==> config.mk <==
export PLATFORM = sky130hd
export DESIGN_NAME = avalon_bouton_multi
export DESIGN_NICKNAME = d
export VERILOG_FILES = /design/src/rtl/avalon_bouton_pkg.sv /design/src/rtl/bouton_debounce.sv /design/src/rtl/avalon_bouton_multi.sv
export SDC_FILE = /design/constraint.sdc
export NUM_CORES = 1
export LEC_CHECK = 0
export BUFFER_PORTS_ARGS = -buffer_cell sky130_fd_sc_hd__buf_2
export CORE_UTILIZATION = 55
export CTS_CLUSTER_SIZE = 10
export DETAILED_ROUTE_END_ITERATION = 16
export GPL_ROUTABILITY_DRIVEN = 0
export PLACE_DENSITY = 0.77
export REMOVE_ABC_BUFFERS = 1
export SYNTH_ARGS = -nofsm -noshare
export SYNTH_HDL_FRONTEND = slang
export SYNTH_SLANG_ARGS = --single-unit
==> constraint.sdc <==
create_clock -name clk -period 5.77 [get_ports clk]
set_input_delay 0.8655 -clock clk [delete_from_list [all_inputs] [get_ports clk]]
set_output_delay 0.8655 -clock clk [all_outputs]
set_load 0.05 [all_outputs]
==> src/rtl/avalon_bouton_pkg.sv <==
// avalon_bouton_pkg: shared constants for the multi-button Avalon-MM slave.
// Register map, press FSM states and event bit offsets.
`timescale 1ns/1ps
package avalon_bouton_pkg;
  localparam logic [1:0] REG_STATUS = 2'd0;
  localparam logic [1:0] REG_EVENT  = 2'd1;
  localparam logic [1:0] REG_LED    = 2'd2;
  localparam logic [1:0] REG_CTRL   = 2'd3;

  localparam int EV_LONG_LSB = 16;

  typedef enum logic [1:0] {
    IDLE,
    PRESSED,
    HELD
  } press_t;
endpackage

==> src/rtl/bouton_debounce.sv <==
// bouton_debounce: 2-FF sync, inversion, tick-based debounce, edge pulses.
// Ports: clk, reset_n, tick, bp (raw, active low) -> level, rise, fall.
`timescale 1ns/1ps
module bouton_debounce #(
  parameter int DEBOUNCE_MS = 20
) (
  input  logic clk,
  input  logic reset_n,
  input  logic tick,
  input  logic bp,
  output logic level,
  output logic rise,
  output logic fall
);
  localparam int CW = $clog2(DEBOUNCE_MS + 1);

  logic [1:0]    sync;
  logic          pressed;
  logic [CW-1:0] cnt;

  assign pressed = ~sync[1];

  // sync resets to 1 so a reset never looks like a press
  always_ff @(posedge clk or negedge reset_n) begin
    if (!reset_n) begin
      sync  <= 2'b11;
      level <= 1'b0;
      cnt   <= '0;
      rise  <= 1'b0;
      fall  <= 1'b0;
    end else begin
      sync <= {sync[0], bp};
      rise <= 1'b0;
      fall <= 1'b0;
      if (pressed == level) begin
        cnt <= '0;
      end else if (tick) begin
        if (cnt == CW'(DEBOUNCE_MS - 1)) begin
          level <= pressed;
          cnt   <= '0;
          rise  <= pressed;
          fall  <= ~pressed;
        end else begin
          cnt <= cnt + 1'b1;
        end
      end
    end
  end
endmodule

==> src/rtl/avalon_bouton_multi.sv <==
// avalon_bouton_multi: N_BP buttons (short/long events), LEDs, beeper over Avalon-MM.
// Ports: clk, reset_n, address, chipselect, write_n, writedata, read_n, readdata,
// bp_i, led_o, out_bip. Macro BIP_TONE_EN: out_bip toggles at BIP_FREQ_HZ in the window.
`timescale 1ns/1ps
module avalon_bouton_multi
  import avalon_bouton_pkg::*;
#(
  parameter int N_BP        = 3,
  parameter int CLK_FREQ_HZ = 50_000_000,
  parameter int DEBOUNCE_MS = 20,
  parameter int LONG_MS     = 1000,
  parameter int BIP_MS      = 100,
  parameter int BIP_FREQ_HZ = 2000
) (
  input  logic            clk,
  input  logic            reset_n,
  input  logic [1:0]      address,
  input  logic            chipselect,
  input  logic            write_n,
  input  logic [31:0]     writedata,
  input  logic            read_n,
  output logic [31:0]     readdata,
  input  logic [N_BP-1:0] bp_i,
  output logic [N_BP-1:0] led_o,
  output logic            out_bip
);
  localparam int DIV = (CLK_FREQ_HZ / 1000 < 1) ? 1 : CLK_FREQ_HZ / 1000;
  localparam int DW  = $clog2(DIV + 1);
  localparam int HW  = $clog2(LONG_MS + 1);
  localparam int BW  = $clog2(BIP_MS + 1);

  logic [DW-1:0]   pre;
  logic            tick;
  logic [N_BP-1:0] level, rise, fall;
  logic [N_BP-1:0] set_short, set_long;
  logic [N_BP-1:0] ev_short, ev_long, led;
  logic            bip_on_evt;
  logic [BW-1:0]   bip_cnt;
  logic            bip_act, trig;
  logic [31:0]     rdata;
  logic            wr, rd;
  logic            wr_event, wr_led, wr_ctrl;
  logic            unused_wd;
  press_t          st   [N_BP];
  logic [HW-1:0]   hold [N_BP];

  assign unused_wd = ^writedata;

  assign tick = (pre == DW'(DIV - 1));

  always_ff @(posedge clk or negedge reset_n) begin
    if (!reset_n)  pre <= '0;
    else if (tick) pre <= '0;
    else           pre <= pre + 1'b1;
  end

  for (genvar g = 0; g < N_BP; g++) begin : g_db
    bouton_debounce #(.DEBOUNCE_MS(DEBOUNCE_MS)) u_db (
      .clk     (clk),
      .reset_n (reset_n),
      .tick    (tick),
      .bp      (bp_i[g]),
      .level   (level[g]),
      .rise    (rise[g]),
      .fall    (fall[g])
    );
  end

  // a fall wins over reaching LONG_MS in the same cycle
  always_comb begin
    set_short = '0;
    set_long  = '0;
    for (int i = 0; i < N_BP; i++) begin
      set_short[i] = (st[i] == PRESSED) && fall[i];
      set_long[i]  = (st[i] == PRESSED) && !fall[i] && tick
                     && (hold[i] == HW'(LONG_MS - 1));
    end
  end

  always_ff @(posedge clk or negedge reset_n) begin
    if (!reset_n) begin
      for (int i = 0; i < N_BP; i++) begin
        st[i]   <= IDLE;
        hold[i] <= '0;
      end
    end else begin
      for (int i = 0; i < N_BP; i++) begin
        unique case (st[i])
          IDLE: if (rise[i]) begin
            st[i]   <= PRESSED;
            hold[i] <= '0;
          end
          PRESSED: if (fall[i]) begin
            st[i] <= IDLE;
          end else if (tick) begin
            hold[i] <= hold[i] + 1'b1;
            if (hold[i] == HW'(LONG_MS - 1)) st[i] <= HELD;
          end
          HELD: if (fall[i]) st[i] <= IDLE;
          default: st[i] <= IDLE;
        endcase
      end
    end
  end

  assign wr       = chipselect & ~write_n;
  assign rd       = chipselect & ~read_n;
  assign wr_event = wr && (address == REG_EVENT);
  assign wr_led   = wr && (address == REG_LED);
  assign wr_ctrl  = wr && (address == REG_CTRL);

  always_ff @(posedge clk or negedge reset_n) begin
    if (!reset_n) begin
      ev_short   <= '0;
      ev_long    <= '0;
      led        <= '0;
      bip_on_evt <= 1'b0;
    end else begin
      ev_short <= (ev_short & ~(wr_event ? writedata[N_BP-1:0] : '0))
                  | set_short;
      ev_long  <= (ev_long & ~(wr_event ? writedata[EV_LONG_LSB +: N_BP] : '0))
                  | set_long;
      if (wr_led)  led        <= writedata[N_BP-1:0];
      if (wr_ctrl) bip_on_evt <= writedata[0];
    end
  end

  always_comb begin
    rdata = '0;
    unique case (address)
      REG_STATUS: rdata[N_BP-1:0] = level;
      REG_EVENT: begin
        rdata[N_BP-1:0]           = ev_short;
        rdata[EV_LONG_LSB +: N_BP] = ev_long;
      end
      REG_LED:  rdata[N_BP-1:0] = led;
      REG_CTRL: rdata[0]        = bip_on_evt;
    endcase
  end

  always_ff @(posedge clk or negedge reset_n) begin
    if (!reset_n) readdata <= '0;
    else if (rd)  readdata <= rdata;
  end

  assign led_o = led;

  assign trig = (wr_ctrl & writedata[1])
              | (bip_on_evt & (|{set_short, set_long}));

  always_ff @(posedge clk or negedge reset_n) begin
    if (!reset_n)                   bip_cnt <= '0;
    else if (trig)                  bip_cnt <= BW'(BIP_MS);
    else if (tick && bip_cnt != '0) bip_cnt <= bip_cnt - 1'b1;
  end

  assign bip_act = (bip_cnt != '0);

`ifdef BIP_TONE_EN
  localparam int HALF_R = CLK_FREQ_HZ / (2 * BIP_FREQ_HZ);
  localparam int HALF   = (HALF_R < 1) ? 1 : HALF_R;
  localparam int TW     = $clog2(HALF + 1);

  logic [TW-1:0] tone_cnt;
  logic          tone;

  always_ff @(posedge clk or negedge reset_n) begin
    if (!reset_n) begin
      tone_cnt <= '0;
      tone     <= 1'b1;
    end else if (!bip_act) begin
      tone_cnt <= '0;
      tone     <= 1'b1;
    end else if (tone_cnt == TW'(HALF - 1)) begin
      tone_cnt <= '0;
      tone     <= ~tone;
    end else begin
      tone_cnt <= tone_cnt + 1'b1;
    end
  end

  assign out_bip = bip_act & tone;
`else
  localparam int unused_tone_hz = BIP_FREQ_HZ;
  assign out_bip = bip_act;
`endif
endmodule

==> impl_metrics.json <==
{
  "status": "finished, final reports clean",
  "grt_pass1_vias": 3865,
  "setup_tns_ns": 0,
  "yosysWarnings": 0,
  "hpwl_um": 6990,
  "post_dp_cell_area_um2": 5460,
  "power_density_nw_per_um2": 245,
  "holdPathEnd": "g_db[1].u_db.sync[1]",
  "fin_nets": 622,
  "fin_util": 0.607,
  "num_vias": 3995,
  "grt_pass1_wl_um": 17800,
  "min_period_over_period": 0.564,
  "ys_ff_latch": 105,
  "syn_area_um2": 5300,
  "irDropWorstVdd_v": 0.000243,
  "cts.sinks": 105,
  "cts_hold_buf": 0,
  "hold_path_depth": 0,
  "yosysSeqAreaShare": 0.497,
  "ctsHtreeMaxLevel": 3,
  "synthTopCellsByArea": "dfrtp_1 47%, nand2_1 4.9%, buf_4 3.7%, xor2_1 3.6%, nor2_1 3.4%",
  "crit_buf_inv": 3,
  "clk_pin_slew_worst_paths_ns": 0.10,
  "final_layout_size_suffix_gt1_frac": 0.116,
  "instances_no_fill": 706,
  "drt_pass1_iterations": 4,
  "path_cells": "inv_1 > ha_1 > or3b_2 > nor4_1 > inv_1 > buf_2",
  "cts_buffers": 9,
  "timing.critical_path.mode_cell": "inv_1",
  "cpLargestDelayFamily": "simple AND/OR/NAND/NOR gates",
  "dieArea_um2": 10000,
  "p_comb_frac": 0.116,
  "report.final.setup_viol": 0,
  "synth_top_area_cell": "dfrtp_1",
  "min_path_type": "register to register",
  "r2r-start": "pre[7]",
  "p_sw_frac": 0.287,
  "cts_tree": "yes",
  "dieWidth_um": 100,
  "initial_core_util": 0.571,
  "fill_cells": 798,
  "p_clk_frac": 0.306,
  "slowest_stage": "or3b_2",
  "grt_max_degree": 66,
  "p_seq_frac": 0.578,
  "cp.arrival_ns": 2.39,
  "rsz0062_at_grt": "no",
  "grt-ovfl-total": 0,
  "hp-start": "g_db[1].u_db.sync[0]",
  "cts_resized": 0,
  "p_sw_uw": 395,
  "cp-start-kind": "register",
  "drcViolationCount": 0,
  "synth_top_area_frac": 0.468,
  "clock_skew_ns": 0.0100,
  "p_leak_nw": 2.51,
  "worst_pin_slew_ns": 0.819,
  "hold_viol_final": 0,
  "relSlewSlack": 0.454,
  "r2r-end": "bip_cnt[1]",
  "cpPeakStageDelay_ns": 0.48,
  "io_pins": 78,
  "grt.total_usage": 0.224,
  "post_cts_buffers": 0,
  "synth_cells": 548,
  "worstPathMaxFanout": 4,
  "max_freq_mhz": 307,
  "synth.distinct_cells": 54,
  "drtAntennaViolNets": 0,
  "finalWirelength_um": 9910,
  "rows": 35,
  "first_iter_violations": 143,
  "end_kind": "primary output",
  "r2r_cells": 5,
  "multi_input_area_um2": 2470,
  "cap_viol_max_count": 0,
  "viasPerCell": 5.66,
  "synth_edf_count": 0,
  "clock-root-buffer": "clkbuf_8",
  "antenna_found_initial": 0,
  "ff2ff_setup_slack_ns": 2.98,
  "portBuffers": 25,
  "yosys-top-cells-count": "99 x dfrtp_1, 69 x nand2_1, 48 x nor2_1",
  "cp.required_ns": 4.90,
  "synth_flop_cell": "dfrtp_1",
  "final_area_um2": 5640,
  "critical_path_class": "register to primary output",
  "die_h_um": 100,
  "synthArstFlopShare": 1.00,
  "dp.cells": 690,
  "synth.most_common_cell": "dfrtp_1",
  "antenna_cells": 0,
  "fin_crit_ns": 3.26,
  "p_int_uw": 984,
  "cts_buffer_depth": 2,
  "seq_area_um2": 2640,
  "wl_per_cell_um": 14.0,
  "worstSkewPairLatency_ns": 0.37,
  "core_area_um2": 9280,
  "syn_area_per_cell_um2": 9.67,
  "area_growth_pct": 6.35,
  "drv_slew": 0
}
routing by layer:
metal  GRT usage  vias to the layer above  routed length (um)
li1            -                     1945                   -
met1       0.297                     1955                4590
met2       0.367                       84                4780
met3      0.0453                       11                 393
met4      0.0792                        0                 148
met5           0                        -                   0
layout by cell type (no fill, tap or decap), types with 2 or more instances in the layout:
cell        n
and3_1      5
a2111oi_2   2
or4_1       7
a22o_1      7
xnor2_1     7
buf_4       4
xor2_1     22
nand3_1    23
o21ai_0    20
and2_1      6
mux2i_1     3
dfstp_2     6
nand4_1    15
a21oi_1    33
a31oi_1     7
clkbuf_8   10
nor3_1     19
a2111oi_0   2
ha_1        8
inv_1      10
buf_2      24
a21o_1      2
o22ai_1     3
inv_6       2
o2111ai_1   2
nand2_1    69
nand2b_1   17
conb_1     26
nor2_1     48
dfrtp_1    99
nor2b_1     7
nor4_1      4
o211ai_1    4
o31ai_1    10
mux2_2      6
or3_1      16
or4_4       2
flip-flops by register name, indices dropped and copies added (netlist names):
signal,count
hold,30
pre,16
g_db.u_db.cnt,15
bip_cnt,7
g_db.u_db.sync,6
readdata,6
st,6
ev_long,3
ev_short,3
g_db.u_db.fall,3
g_db.u_db.level,3
g_db.u_db.rise,3
led_o,3
bip_on_evt,1
cell type report:
class	count	area share
clock buffer	11	0.0251
tap	129	0.0286
clock inverter	5	0.00688
inverter	10	0.00666
multi-input combinational	418	0.438
timing repair buffer	28	0.0266
sequential	105	0.468
how the worst max path moves through the flow:
| stage | slack, ns | start | cells past startpoint | endpoint |
|---|---|---|---|---|
| 2_1_floorplan | 1.81 | pre[7] | 5 | hold[15] |
| 3_3_place_gp | 2.92 | bip_cnt[0] | 6 | out_bip |
| 3_5_place_dp | 2.92 | bip_cnt[0] | 6 | out_bip |
| 4_1_cts | 2.50 | bip_cnt[0] | 6 | out_bip |
| 5_1_grt | 2.31 | bip_cnt[0] | 6 | out_bip |
| 6_report | 2.51 | bip_cnt[0] | 6 | out_bip |
stage by stage:
| stage | hold WS [ns] | setup WS, ns | power [mW] |
|---|---|---|---|
| 5_1_grt | 0.354 | 2.31 | 1.44 |
| 2_1_floorplan | 0.345 | 1.81 | 0.922 |
| 4_1_cts | 0.350 | 2.50 | 1.40 |
| 3_5_place_dp | 0.347 | 2.92 | 0.973 |
| 6_report | 0.347 | 2.51 | 1.38 |
| 3_3_place_gp | 0.346 | 2.92 | 0.967 |
kinds of logic (layout without fill, tap and decap cells):
family | after synthesis | after routing | synth area share
XOR/XNOR | 29 | 29 | 0.0479
multiplexers | 10 | 10 | 0.0227
buffers and inverters | 50 | 54 | 0.0557
flip-flops | 105 | 105 | 0.497
AO/OA/AOI/OAI | 97 | 97 | 0.118
adder cells (fa/ha/maj) | 8 | 8 | 0.0189
other | 1 | 26 | 0.000708
AND/OR/NAND/NOR | 248 | 248 | 0.238
power by group through the flow:
stage                     Clock (mW)  Sequential, mW  Combinational, mW
after CTS                      0.439           0.797              0.163
final                          0.422           0.797              0.160
after detailed placement           0           0.811              0.162
after global routing           0.461           0.802              0.176
after global placement             0           0.809              0.158
after floorplan                    0           0.836             0.0859
Power figures use the tool's default switching activity.
